[config.mk]
export PLATFORM = sky130hd
export DESIGN_NAME = i2c_master_arbiter
export DESIGN_NICKNAME = d
export VERILOG_FILES = /design/src/rtl/i2c_master_arbiter.sv
export SDC_FILE = /design/constraint.sdc
export NUM_CORES = 1
export LEC_CHECK = 0
export ABC_CLOCK_PERIOD_IN_PS = 3300
export BUFFER_PORTS_ARGS = -buffer_cell sky130_fd_sc_hd__buf_2
export CAP_MARGIN = 20
export CORE_MARGIN = 1.5
export CORE_UTILIZATION = 45
export DETAILED_ROUTE_END_ITERATION = 7
export MAX_ROUTING_LAYER = met4
export PLACE_DENSITY = 0.71
export SETUP_SLACK_MARGIN = 0.15
export SYNTH_ARGS = -nofsm -noshare
export SYNTH_HDL_FRONTEND = slang
export SYNTH_SLANG_ARGS = --single-unit
[constraint.sdc]
create_clock -name clk -period 3.3 [get_ports clk]
set_clock_uncertainty 0.05 [all_clocks]
set_input_delay 0.165 -clock clk [delete_from_list [all_inputs] [get_ports clk]]
set_output_delay 0.165 -clock clk [all_outputs]
set_load 0.02 [all_outputs]
[src/rtl/i2c_master_arbiter.sv]
// i2c_master_arbiter: round-robin scheduler sharing one i2c master between NREQ requesters,
// with start/busy timeouts and an idle gap between transactions.
module i2c_master_arbiter #(
    parameter int NREQ     = 4,
    parameter int START_TO = 1024,
    parameter int BUSY_TO  = 16384,
    parameter int GAP      = 256
) (
    input  logic              clk,
    input  logic              arst,
    input  logic [NREQ-1:0]   req,
    input  logic [7*NREQ-1:0] req_addr,
    input  logic [NREQ-1:0]   req_rw,
    input  logic [8*NREQ-1:0] req_wdata,
    output logic [NREQ-1:0]   gnt,
    output logic [NREQ-1:0]   done,
    output logic              err,
    output logic [7:0]        rdata,
    output logic              m_en,
    output logic [6:0]        m_addr,
    output logic              m_rw,
    output logic [7:0]        m_data_in,
    input  logic              m_busy,
    input  logic [7:0]        m_data_out
);
    localparam int PW = $clog2(NREQ);

    typedef enum logic [2:0] {IDLE, ISSUE, WAIT_BUSY, COMPLETE, GAP_WAIT} state_t;

    state_t          state_q, state_d;
    logic [PW-1:0]   ptr_q, ptr_d, idx_q, idx_d, sel, cand;
    logic            found, sel_rw;
    logic [6:0]      sel_addr;
    logic [7:0]      sel_wdata;
    logic [15:0]     cnt_q, cnt_d;
    logic            to_q, to_d;
    logic [NREQ-1:0] gnt_q, gnt_d, done_q, done_d;
    logic            err_q, err_d;
    logic [7:0]      rdata_q, rdata_d;
    logic            m_en_q, m_en_d;
    logic [6:0]      m_addr_q, m_addr_d;
    logic            m_rw_q, m_rw_d;
    logic [7:0]      m_data_q, m_data_d;

    // Reverse scan so the candidate closest to the pointer wins.
    always_comb begin
        sel       = '0;
        cand      = '0;
        found     = 1'b0;
        sel_addr  = '0;
        sel_rw    = 1'b0;
        sel_wdata = '0;
        for (int i = NREQ - 1; i >= 0; i--) begin
            cand = PW'((int'(ptr_q) + i) % NREQ);
            if (req[cand]) begin
                sel   = cand;
                found = 1'b1;
            end
        end
        for (int k = 0; k < NREQ; k++) begin
            if (PW'(k) == sel) begin
                sel_addr  = req_addr[7*k +: 7];
                sel_rw    = req_rw[k];
                sel_wdata = req_wdata[8*k +: 8];
            end
        end
    end

    always_comb begin
        state_d  = state_q;
        ptr_d    = ptr_q;
        idx_d    = idx_q;
        cnt_d    = cnt_q;
        to_d     = to_q;
        gnt_d    = '0;
        done_d   = '0;
        err_d    = 1'b0;
        rdata_d  = rdata_q;
        m_en_d   = m_en_q;
        m_addr_d = m_addr_q;
        m_rw_d   = m_rw_q;
        m_data_d = m_data_q;
        case (state_q)
            IDLE: begin
                if (found) begin
                    m_addr_d = sel_addr;
                    m_rw_d   = sel_rw;
                    m_data_d = sel_wdata;
                    gnt_d    = NREQ'(1) << sel;
                    idx_d    = sel;
                    ptr_d    = (sel == PW'(NREQ - 1)) ? '0 : sel + PW'(1);
                    cnt_d    = '0;
                    state_d  = ISSUE;
                end
            end
            ISSUE: begin
                // The start budget counts only cycles in which en is actually driven high.
                m_en_d = 1'b1;
                cnt_d  = cnt_q + 16'(m_en_q);
                if (m_en_q && m_busy) begin
                    m_en_d  = 1'b0;
                    cnt_d   = '0;
                    state_d = WAIT_BUSY;
                end else if (m_en_q && cnt_q == 16'(START_TO - 1)) begin
                    m_en_d  = 1'b0;
                    to_d    = 1'b1;
                    state_d = COMPLETE;
                end
            end
            WAIT_BUSY: begin
                m_en_d = 1'b0;
                cnt_d  = cnt_q + 16'd1;
                if (!m_busy) begin
                    state_d = COMPLETE;
                end else if (cnt_q == 16'(BUSY_TO - 1)) begin
                    to_d    = 1'b1;
                    state_d = COMPLETE;
                end
            end
            COMPLETE: begin
                done_d  = NREQ'(1) << idx_q;
                err_d   = to_q;
                rdata_d = (m_rw_q && !to_q) ? m_data_out : rdata_q;
                to_d    = 1'b0;
                cnt_d   = '0;
                state_d = GAP_WAIT;
            end
            GAP_WAIT: begin
                m_en_d  = 1'b0;
                cnt_d   = (cnt_q == 16'(GAP - 1)) ? cnt_q : cnt_q + 16'd1;
                state_d = (cnt_q == 16'(GAP - 1)) ? IDLE : GAP_WAIT;
            end
            default: state_d = IDLE;
        endcase
    end

    always_ff @(posedge clk or posedge arst) begin
        if (arst) begin
            state_q  <= IDLE;
            ptr_q    <= '0;
            idx_q    <= '0;
            cnt_q    <= '0;
            to_q     <= 1'b0;
            gnt_q    <= '0;
            done_q   <= '0;
            err_q    <= 1'b0;
            rdata_q  <= '0;
            m_en_q   <= 1'b0;
            m_addr_q <= '0;
            m_rw_q   <= 1'b0;
            m_data_q <= '0;
        end else begin
            state_q  <= state_d;
            ptr_q    <= ptr_d;
            idx_q    <= idx_d;
            cnt_q    <= cnt_d;
            to_q     <= to_d;
            gnt_q    <= gnt_d;
            done_q   <= done_d;
            err_q    <= err_d;
            rdata_q  <= rdata_d;
            m_en_q   <= m_en_d;
            m_addr_q <= m_addr_d;
            m_rw_q   <= m_rw_d;
            m_data_q <= m_data_d;
        end
    end

    assign gnt       = gnt_q;
    assign done      = done_q;
    assign err       = err_q;
    assign rdata     = rdata_q;
    assign m_en      = m_en_q;
    assign m_addr    = m_addr_q;
    assign m_rw      = m_rw_q;
    assign m_data_in = m_data_q;
endmodule
==> out/metrics.cfg, run 1 <==
[yosys]
synth_flop_cell=dfrtp_1
yosysTopAreaCell=dfrtp_1
async_flop_share_pct=100
synth_seq_cells=58
synthCells=388
synthTopCellsByArea=dfrtp_1 42%, nand2_1 6.2%, a21oi_1 5.5%
syn_area_per_cell_um2=8.86
yosys_warnings=0
seq_area_frac_synth_pct=42.2
synth.net_count=474
synth_top_area_share_pct=42.2
yosysUniqueCellTypes=54
synth_edf_count=0
syn_area_mm2=0.00344

[drt]
drc=0
wl_per_cell_um=14.4
top_layer_used=met4
wl_met2_um=4150
wl_met3_um=623
drtIter0Drc=164
wl_met1_um=3730
dr.pass1.iters=7
ant_nets=0
num_vias=3368
viasPerCell=5.61
totalWireLength_um=8660

[pwr]
clkPwrFrac_pct=36.6
leakage_nw=2.00
pwr-share-seq_pct=44.0
vdd_drop_max_uv=243
p_comb_share_pct=19.4
power_mw=1.75
p_sw_mw=0.512
powerDensity_mw_per_mm2=406
p_int_mw=1.24
p_sw_share_pct=29.2

[floorplan]
start_util_pct=46.9
fp.dieW_um=90.4
ioPinCount=113
rows=31
fp.dieH_um=90.4
core_mm2=0.00733
die_area_mm2=0.00817

[global_routing]
grt_max_degree=47
grt_first_pass_wirelength_um=14800
overflow=0
antenna_found_initial=0
grt_usage_pct=22.7
grt_pass1_vias=3357

[place]
dp_slack_ns=0.444
dpl_cell_area_mm2=0.00404
dpl.hpwl_um=6170
io_buffers=112
dp.cells=578
gp_congestion=0.870

[cells_and_area]
fin_cells=600
fin_area_mm2=0.00431
n_fill_cell=681
layout.nets=581
area_growth_syn_to_layout_pct=25.3
multi_input_area_mm2=0.00184
drive_above_1_share_pct=30.4
fin_util_pct=58.7
seqCellArea_mm2=0.00145

[setup_path]
slowest_stage=dfrtp_1
required_ns=3.47
end_kind=register
critPathLaunchType=register
criticalPathCategory=reg2reg
rr_worst_depth=10
crit_fanout=15
path_cells=nand2b_1 > and3_1 > a311oi_2 > inv_1 > ha_1 > nor2b_1 > a221oi_1 > nor3_1 > a21oi_1 > o21ai_0
max_stage_delay_ns=0.43
worstPathArrival_ns=2.88

[timing]
fin_ws_ns=0.589
rsz0062_at_grt=false
slew_headroom_pct=52.6
final-hold-violation-count=0
setup_viol=0
maxSlewViolCount=0
hold_ws_ns=0.00991
period_share_pct=82.1
period_minus_slack_ns=2.71
fmax_mhz=369
tightestPinTransition_ns=0.709
finalSetupTns_ns=0

[clocking]
cts.path.max_buffers=2
postCtsSetupBuffers=0
cts_tree=done
insertion_delay_ns=0.34
clk_pin_slew_ns=0.07
clock-root-buffer=clkbuf_8
numCtsBuffers=9
htreeDepth=3
cts.sinks=58

[run_status]
outcome=finished clean

[min_path]
hold_path_class=in2reg
hold_depth=2

[flow_run]
drv_cap=0

[area by class of cell]
type                    instances  area share (%)
diodes                          1          0.0581
well taps                      99            2.88
clock inverters                 7            1.63
multi-input cells             296            42.8
clock buffers                   9            2.88
inverters                       7           0.610
repair buffers                123            15.5
flip-flops and latches         58            33.7
[cells in the mapped netlist, types with 5 or more instances]
library cell,count
mux2_2,8
o21ai_0,21
o211ai_1,13
a21oi_1,38
ha_1,7
o21a_1,14
and2_1,6
nand4_1,8
and3_1,7
nor2_1,19
inv_1,7
nand3_1,7
nor2b_1,5
nor4_1,5
buf_2,9
nand2_1,57
nand3b_1,15
clkbuf_1,15
dfrtp_1,58
nor3_1,7
[worst max-delay path: cells and delay by family, from the launching register on]
kind                       cells  cell delay [ns]
AOI/OAI and AO/OA              4             0.87
adders and majority gates      1             0.41
buffers and inverters          1             0.12
DFF                            1             0.43
and+or+nand+nor                4             0.71
[cells by family after synthesis]
| family | share of synthesized area, % |
|---|---|
| simple gates | 23.2 |
| compound gates | 22.9 |
| flops | 42.2 |
| buf+inv | 4.59 |
| mux | 3.79 |
| fa+ha+maj | 2.55 |
| xor+xnor | 0.765 |
[cell usage in the layout (no fill, tap or decap), types with 4 or more instances in the layout]
cell type,instances
a21oi_1,38
mux2_2,8
clkbuf_8,9
nor4_1,4
nor2b_1,5
buf_4,6
nand2_1,57
dlygate4sd3_1,4
a31oi_1,4
nand3b_1,15
dfrtp_1,58
and3_1,7
ha_1,6
nand2b_1,4
nor3_1,7
o211ai_1,13
o21ai_0,21
buf_2,112
a221oi_1,4
nand4_1,8
nor2_1,19
nand3_1,7
inv_1,6
mux2i_1,4
and2_1,6
o21a_1,14
[metal layers]
layer / vias to the layer above / global-route usage (%)
met5: - / -
met4: 0 / 9.39
met3: 15 / 3.96
met2: 154 / 38.3
met1: 1567 / 26.8
li1: 1632 / -
[sequential cells by signal (all words and copies together) (netlist names)]
name and count:
m_rw 1, state_q 3, m_addr 7, rdata 8, ptr_q 2, err 1, m_en 1, gnt 4
m_data_in 8, to_q 1, idx_q 2, done 4, cnt_q 16
[power by group through the flow]
stage / Clock, mW / Sequential, mW / Combinational (mW)
2_1_floorplan: 0 / 0.821 / 0.173
3_3_place_gp: 0 / 0.781 / 0.325
3_5_place_dp: 0 / 0.783 / 0.333
4_1_cts: 0.663 / 0.770 / 0.337
5_1_grt: 0.691 / 0.775 / 0.382
6_report: 0.640 / 0.770 / 0.340
[repair_timing]
action	in CTS	in global routing
endpoints found under the setup margin	0	2
hold endpoints to repair	3	13
hold buffers	3	1
gates resized for setup	0	2
[final timing paths]
check                               from           end  slack, ns
max reg2reg                     ptr_q[1]     m_addr[6]       0.59
max in group asynchronous           arst  m_data_in[2]       2.18
min reg2reg                 m_data_in[7]  m_data_in[7]       0.43
max                             ptr_q[1]     m_addr[6]       0.59
min                        m_data_out[2]      rdata[2]       0.01
min in group asynchronous           arst     m_addr[2]       0.28
No activity file was read; power rests on OpenSTA's default activity.
==> run 2, diff against run 1 <==
- ABC_CLOCK_PERIOD_IN_PS: 3300 -> 2800
- clock period: 3.3 -> 2.8 ns (I/O delays scaled with it)
==> run 2 against run 1 <==
  * Combinational power grew 24%
  * Critical path type unchanged
  * First-iteration DRC count up 9.1%
  * Critical endpoint is now m_data_in[4]
  * Fmax up 11%
  * Global-route usage increased by 1.0 points
  * Clock power up 22%
  * Hold slack better by 0.019 ns
==> out/metrics.cfg, run 2 (synthesis results as in run 1) <==
[setup_path]
end_kind=register
max_stage_delay_ns=0.44
crit_fanout=27
r2r-end=m_data_in[4]
required_ns=2.98
slowest_stage=dfrtp_1
cp_common_cell=a21oi_1
worstPathArrival_ns=2.62
path_cells=nand2b_1 > and3_1 > a311oi_4 > ha_1 > buf_6 > nand3b_1 > a21oi_1 > a21oi_1 > o211ai_1 > o21a_1
timing.rr.start=ptr_q[1]
critPathLaunchType=register
rr_worst_depth=10
criticalPathCategory=reg2reg
r2r_slack_ns=0.36

[drt]
viasPerCell=5.65
dr.pass1.iters=4
drc=0
totalWireLength_um=8820
wl_per_cell_um=14.5
num_vias=3436
ant_nets=0
drtIter0Drc=179

[min_path]
hold_depth=3
hp-start=req_addr[27]
hold_path_class=in2reg
holdPathEnd=m_addr[6]

[clocking]
insertion_delay_ns=0.34
cts.sinks=58
cts.path.max_buffers=2
numCtsBuffers=9
cts_tree=done
clk_pin_slew_ns=0.08
htreeDepth=3
clock-root-buffer=clkbuf_8

[global_routing]
grt_first_pass_wirelength_um=15400
grt_max_degree=36
grt_pass1_vias=3483
antenna_found_initial=0
grt_usage_pct=23.7
overflow=0

[place]
dpl.hpwl_um=6270
dpl_cell_area_mm2=0.00406
gp_congestion=0.887
dp_slack_ns=0.102
io_buffers=112

[pwr]
leakage_nw=2.03
vdd_drop_max_uv=221
power_mw=2.11
powerDensity_mw_per_mm2=481

[cells_and_area]
n_fill_cell=654
fin_area_mm2=0.00439
layout.nets=590
mostFrequentLayoutCells=112 x buf_2, 58 x dfrtp_1, 57 x nand2_1
seqCellArea_mm2=0.00145
diodes=0
area_growth_syn_to_layout_pct=27.8
top_register=cnt_q
multi_input_area_mm2=0.00185
drive_above_1_share_pct=30.5
largest_reg_flops=16
final_common_cell=buf_2

[floorplan]
fp.dieH_um=90.4
core_mm2=0.00733
ioPinCount=113
rows=31
die_area_mm2=0.00817
start_util_pct=46.9
fp.dieW_um=90.4

[timing]
period_share_pct=87.0
rsz0062_at_grt=false
fmax_mhz=410
final-hold-violation-count=0
fin_ws_ns=0.363
setup_viol=0
finalSetupTns_ns=0
maxSlewViolCount=0
period_minus_slack_ns=2.44
tightestPinTransition_ns=0.748
slew_headroom_pct=50.0

[flow_run]
drv_cap=0

[run_status]
outcome=finished clean

run 2: routing by layer:
metal	up-vias	wire (um)	global-route usage, %
li1	1652	-	-
met1	1627	3960	29.4
met2	144	4140	38.8
met3	13	578	3.79
met4	0	142	9.39
met5	-	0	-
run 2: timing repair:
action | CTS | global route
gates resized for setup | 1 | 2
hold endpoints to repair | 41 | 0
setup buffers | 0 | 2
endpoints found under the setup margin | 1 | 16
hold buffers | 9 | 0
pin swaps | 0 | 1
run 2: power by group:
part	internal, mW	leakage (nW)	switching (mW)
clock	0.414	0.0881	0.370
combinational	0.184	1.18	0.237
sequential	0.881	0.761	0.0281
run 2: area by class of cell:
type,instances,area share (%)
multi-input combinational,296,42.2
sequential,58,33.0
timing repair buffer,132,16.8
clock buffer,9,2.82
tap,99,2.82
clock inverter,7,1.77
inverter,7,0.598
run 2: stage by stage:
step | hold slack [ns] | util, % | cells
floorplan | 0.242 | - | 388
global placement | 0.261 | 55.4 | 581
detailed placement | 0.283 | 55.4 | 581
CTS | 0.0208 | 59.5 | 606
global route | 0.0510 | 59.9 | 608
finish | 0.0290 | 59.9 | 608
run 2: critical path: cells and delay by family, from the launching register on:
family | cells | cell delay [ns]
fa+ha+maj | 1 | 0.31
simple gates | 3 | 0.53
compound gates | 5 | 0.79
buf+inv | 1 | 0.22
flops | 1 | 0.44
run 2: how the worst max path moves through the flow:
stage                     startpoint      endpoint  slack, ns  cells after the start
after floorplan             ptr_q[1]     m_addr[0]       0.47                     11
after global placement      ptr_q[1]  m_data_in[4]       0.25                     10
after detailed placement    ptr_q[1]  m_data_in[4]       0.10                     10
after CTS                   ptr_q[1]  m_data_in[4]       0.24                     10
after global routing        ptr_q[1]  m_data_in[7]       0.16                     10
final                       ptr_q[1]  m_data_in[4]       0.36                     10
==> run 3, diff against run 2 <==
- ABC_CLOCK_PERIOD_IN_PS: 2800 -> 2100
- PLACE_DENSITY: 0.71 -> 0.74
- clock period: 2.8 -> 2.1 ns (I/O delays scaled with it)
==> run 3 against run 2 <==
  * The flow now finishes with violations (negative hold slack, negative setup slack)
  * Critical endpoint is now m_rw
  * Clock power increased by 67%
  * Power grew 54%
  * Flip-flop and latch count is the same
  * Hold slack worse by 0.042 ns
  * Critical path type unchanged
  * Global-route usage up 0.17 points
  * Final cell count rose by 3.1%
  * Via count increased by 2.4%
  * Largest power group is now the clock network
  * Fmax up 12%
  * Non-clock buffer count grew 19
  * Final area grew 11%
  * Combinational power rose by 76%
  * Sequential power grew 33%
==> out/metrics.cfg, run 3 (synthesis results as in run 1) <==
[floorplan]
rows=31
ioPinCount=113
start_util_pct=46.9
die_area_mm2=0.00817
fp.dieW_um=90.4
fp.dieH_um=90.4
core_mm2=0.00733

[pwr]
pwr-share-seq_pct=37.2
p_sw_share_pct=28.4
clkPwrFrac_pct=40.1
leakage_nw=2.21
powerDensity_mw_per_mm2=669
vdd_drop_max_uv=420
p_sw_mw=0.923
p_int_mw=2.33
p_comb_share_pct=22.7

[clocking]
clk_pin_slew_ns=0.08
cts.sinks=58
numCtsBuffers=9
insertion_delay_ns=0.35
clock-root-buffer=clkbuf_8
htreeDepth=3
cts_tree=done
cts.path.max_buffers=2

[setup_path]
worst_path_dominant_cell_family=compound AO/OA/AOI/OAI gates
required_ns=2.28
criticalPathCategory=reg2reg
max_stage_delay_ns=0.42
worstPathArrival_ns=2.37
crit_fanout=5
slowest_stage=dfrtp_1
r2r_slack_ns=-0.09
critPathLaunchType=register
crit_buf_inv=1
path_cells=nand2b_4 > and3_4 > a311oi_4 > inv_2 > ha_4 > nor2b_4 > a221oi_2 > nor3_1 > a21oi_1 > o21ai_1
end_kind=register

[timing]
fin_ws_ns=-0.0852
period_minus_slack_ns=2.19
final-hold-violation-count=2
setup_viol=16
fmax_mhz=458
hold_ws_ns=-0.0129
maxSlewViolCount=0
rsz0062_at_grt=true
slew_headroom_pct=59.8
tightestPinTransition_ns=0.598
period_share_pct=104

[drt]
dr.pass1.iters=5
num_vias=3517
drc=0
totalWireLength_um=9420
wl_per_cell_um=15.0
drtIter0Drc=199
ant_nets=0
viasPerCell=5.61

[cells_and_area]
fin_cells=627
diodes=0
mostFrequentLayoutCells=112 x buf_2, 56 x nand2_1, 55 x dfrtp_1
n_fill_cell=574
drive_above_1_share_pct=38.8
final_common_cell=buf_2
top_register=cnt_q
layout.nets=609
fin_util_pct=66.3
area_growth_syn_to_layout_pct=41.5
largest_reg_flops=16

[global_routing]
antenna_found_initial=0
grt_first_pass_wirelength_um=15400
grt_max_degree=59
grt_usage_pct=23.9
grt_pass1_vias=3508
overflow=0

[run_status]
violations=negative hold slack, negative setup slack
outcome=complete, but fails checks

[min_path]
hold_path_class=in2reg

[place]
dp.cells=595
dpl.hpwl_um=6270
gp_congestion=0.887
io_buffers=112

[flow_run]
drv_cap=0

==> run 3: cell types whose count changed in the layout (fill, tap and decap cells not counted), moves of 7 or more <==
cell     previous run  this run
a21oi_2             0         9
buf_4              10        19
buf_12              0         7
a21oi_1            38        29
==> run 3: final timing paths <==
path	startpoint	endpoint	cells past startpoint
hold reg to reg	m_addr[6]	m_addr[6]	2
setup / recovery	ptr_q[1]	m_rw	10
min in group asynchronous	arst	m_addr[1]	4
hold / removal	req_wdata[31]	m_data_in[7]	3
setup reg to reg	ptr_q[1]	m_rw	10
max in group asynchronous	arst	cnt_q[5]	4
==> run 3: through the flow <==
| step | setup WS [ns] | total power, mW | TNS [ns] | cell area (um2) |
|---|---|---|---|---|
| detailed placement | -0.158 | 1.86 | -1.79 | 4300 |
| global placement | -0.0485 | 1.84 | -0.155 | 4300 |
| floorplan | 0.0303 | 1.61 | 0 | 3530 |
| global route | -0.241 | 3.41 | -2.85 | 4860 |
| finish | -0.0852 | 3.26 | -0.751 | 4860 |
| CTS | -0.0556 | 3.18 | -0.548 | 4680 |
==> run 3: final cells by class <==
type	count	area [um2]	area share, %
clock buffers	9	124	2.55
clock inverters	7	125	2.57
well taps	99	124	2.55
repair buffers	151	998	20.5
flip-flops and latches	58	1460	29.9
inverters	7	26.3	0.540
multi-input cells	296	2010	41.3
==> run 3: timing repair <==
action                                 in CTS  in global routing
setup buffers                               0                  5
endpoints found under the hold margin      67                  0
gates resized for setup                     6                 28
setup endpoints to repair                  17                 32
hold buffers                               10                  0
pin swaps                                   0                  7
gates cloned                                0                  1
==> run 3: per-layer routing <==
metal | track usage, % | part of all wire, % | vias to the layer above
met1 | 28.2 | 42 | 1657
met3 | 5.05 | 6.3 | 18
met5 | - | 0 | -
li1 | - | - | 1695
met2 | 39.3 | 49 | 147
met4 | 10.6 | 2.2 | 0
==> run 3: power groups by stage <==
stage	combinational [mW]	sequential (mW)	clock [mW]
floorplan	0.318	1.29	0
global placement	0.614	1.23	0
detailed placement	0.626	1.23	0
CTS	0.657	1.21	1.31
global route	0.803	1.22	1.39
finish	0.740	1.21	1.31
==> run 3: worst min-delay path, stage by stage <==
cell and delay [ns]:
buf_2 0.08, a21oi_1 0.06, o21ai_1 0.11
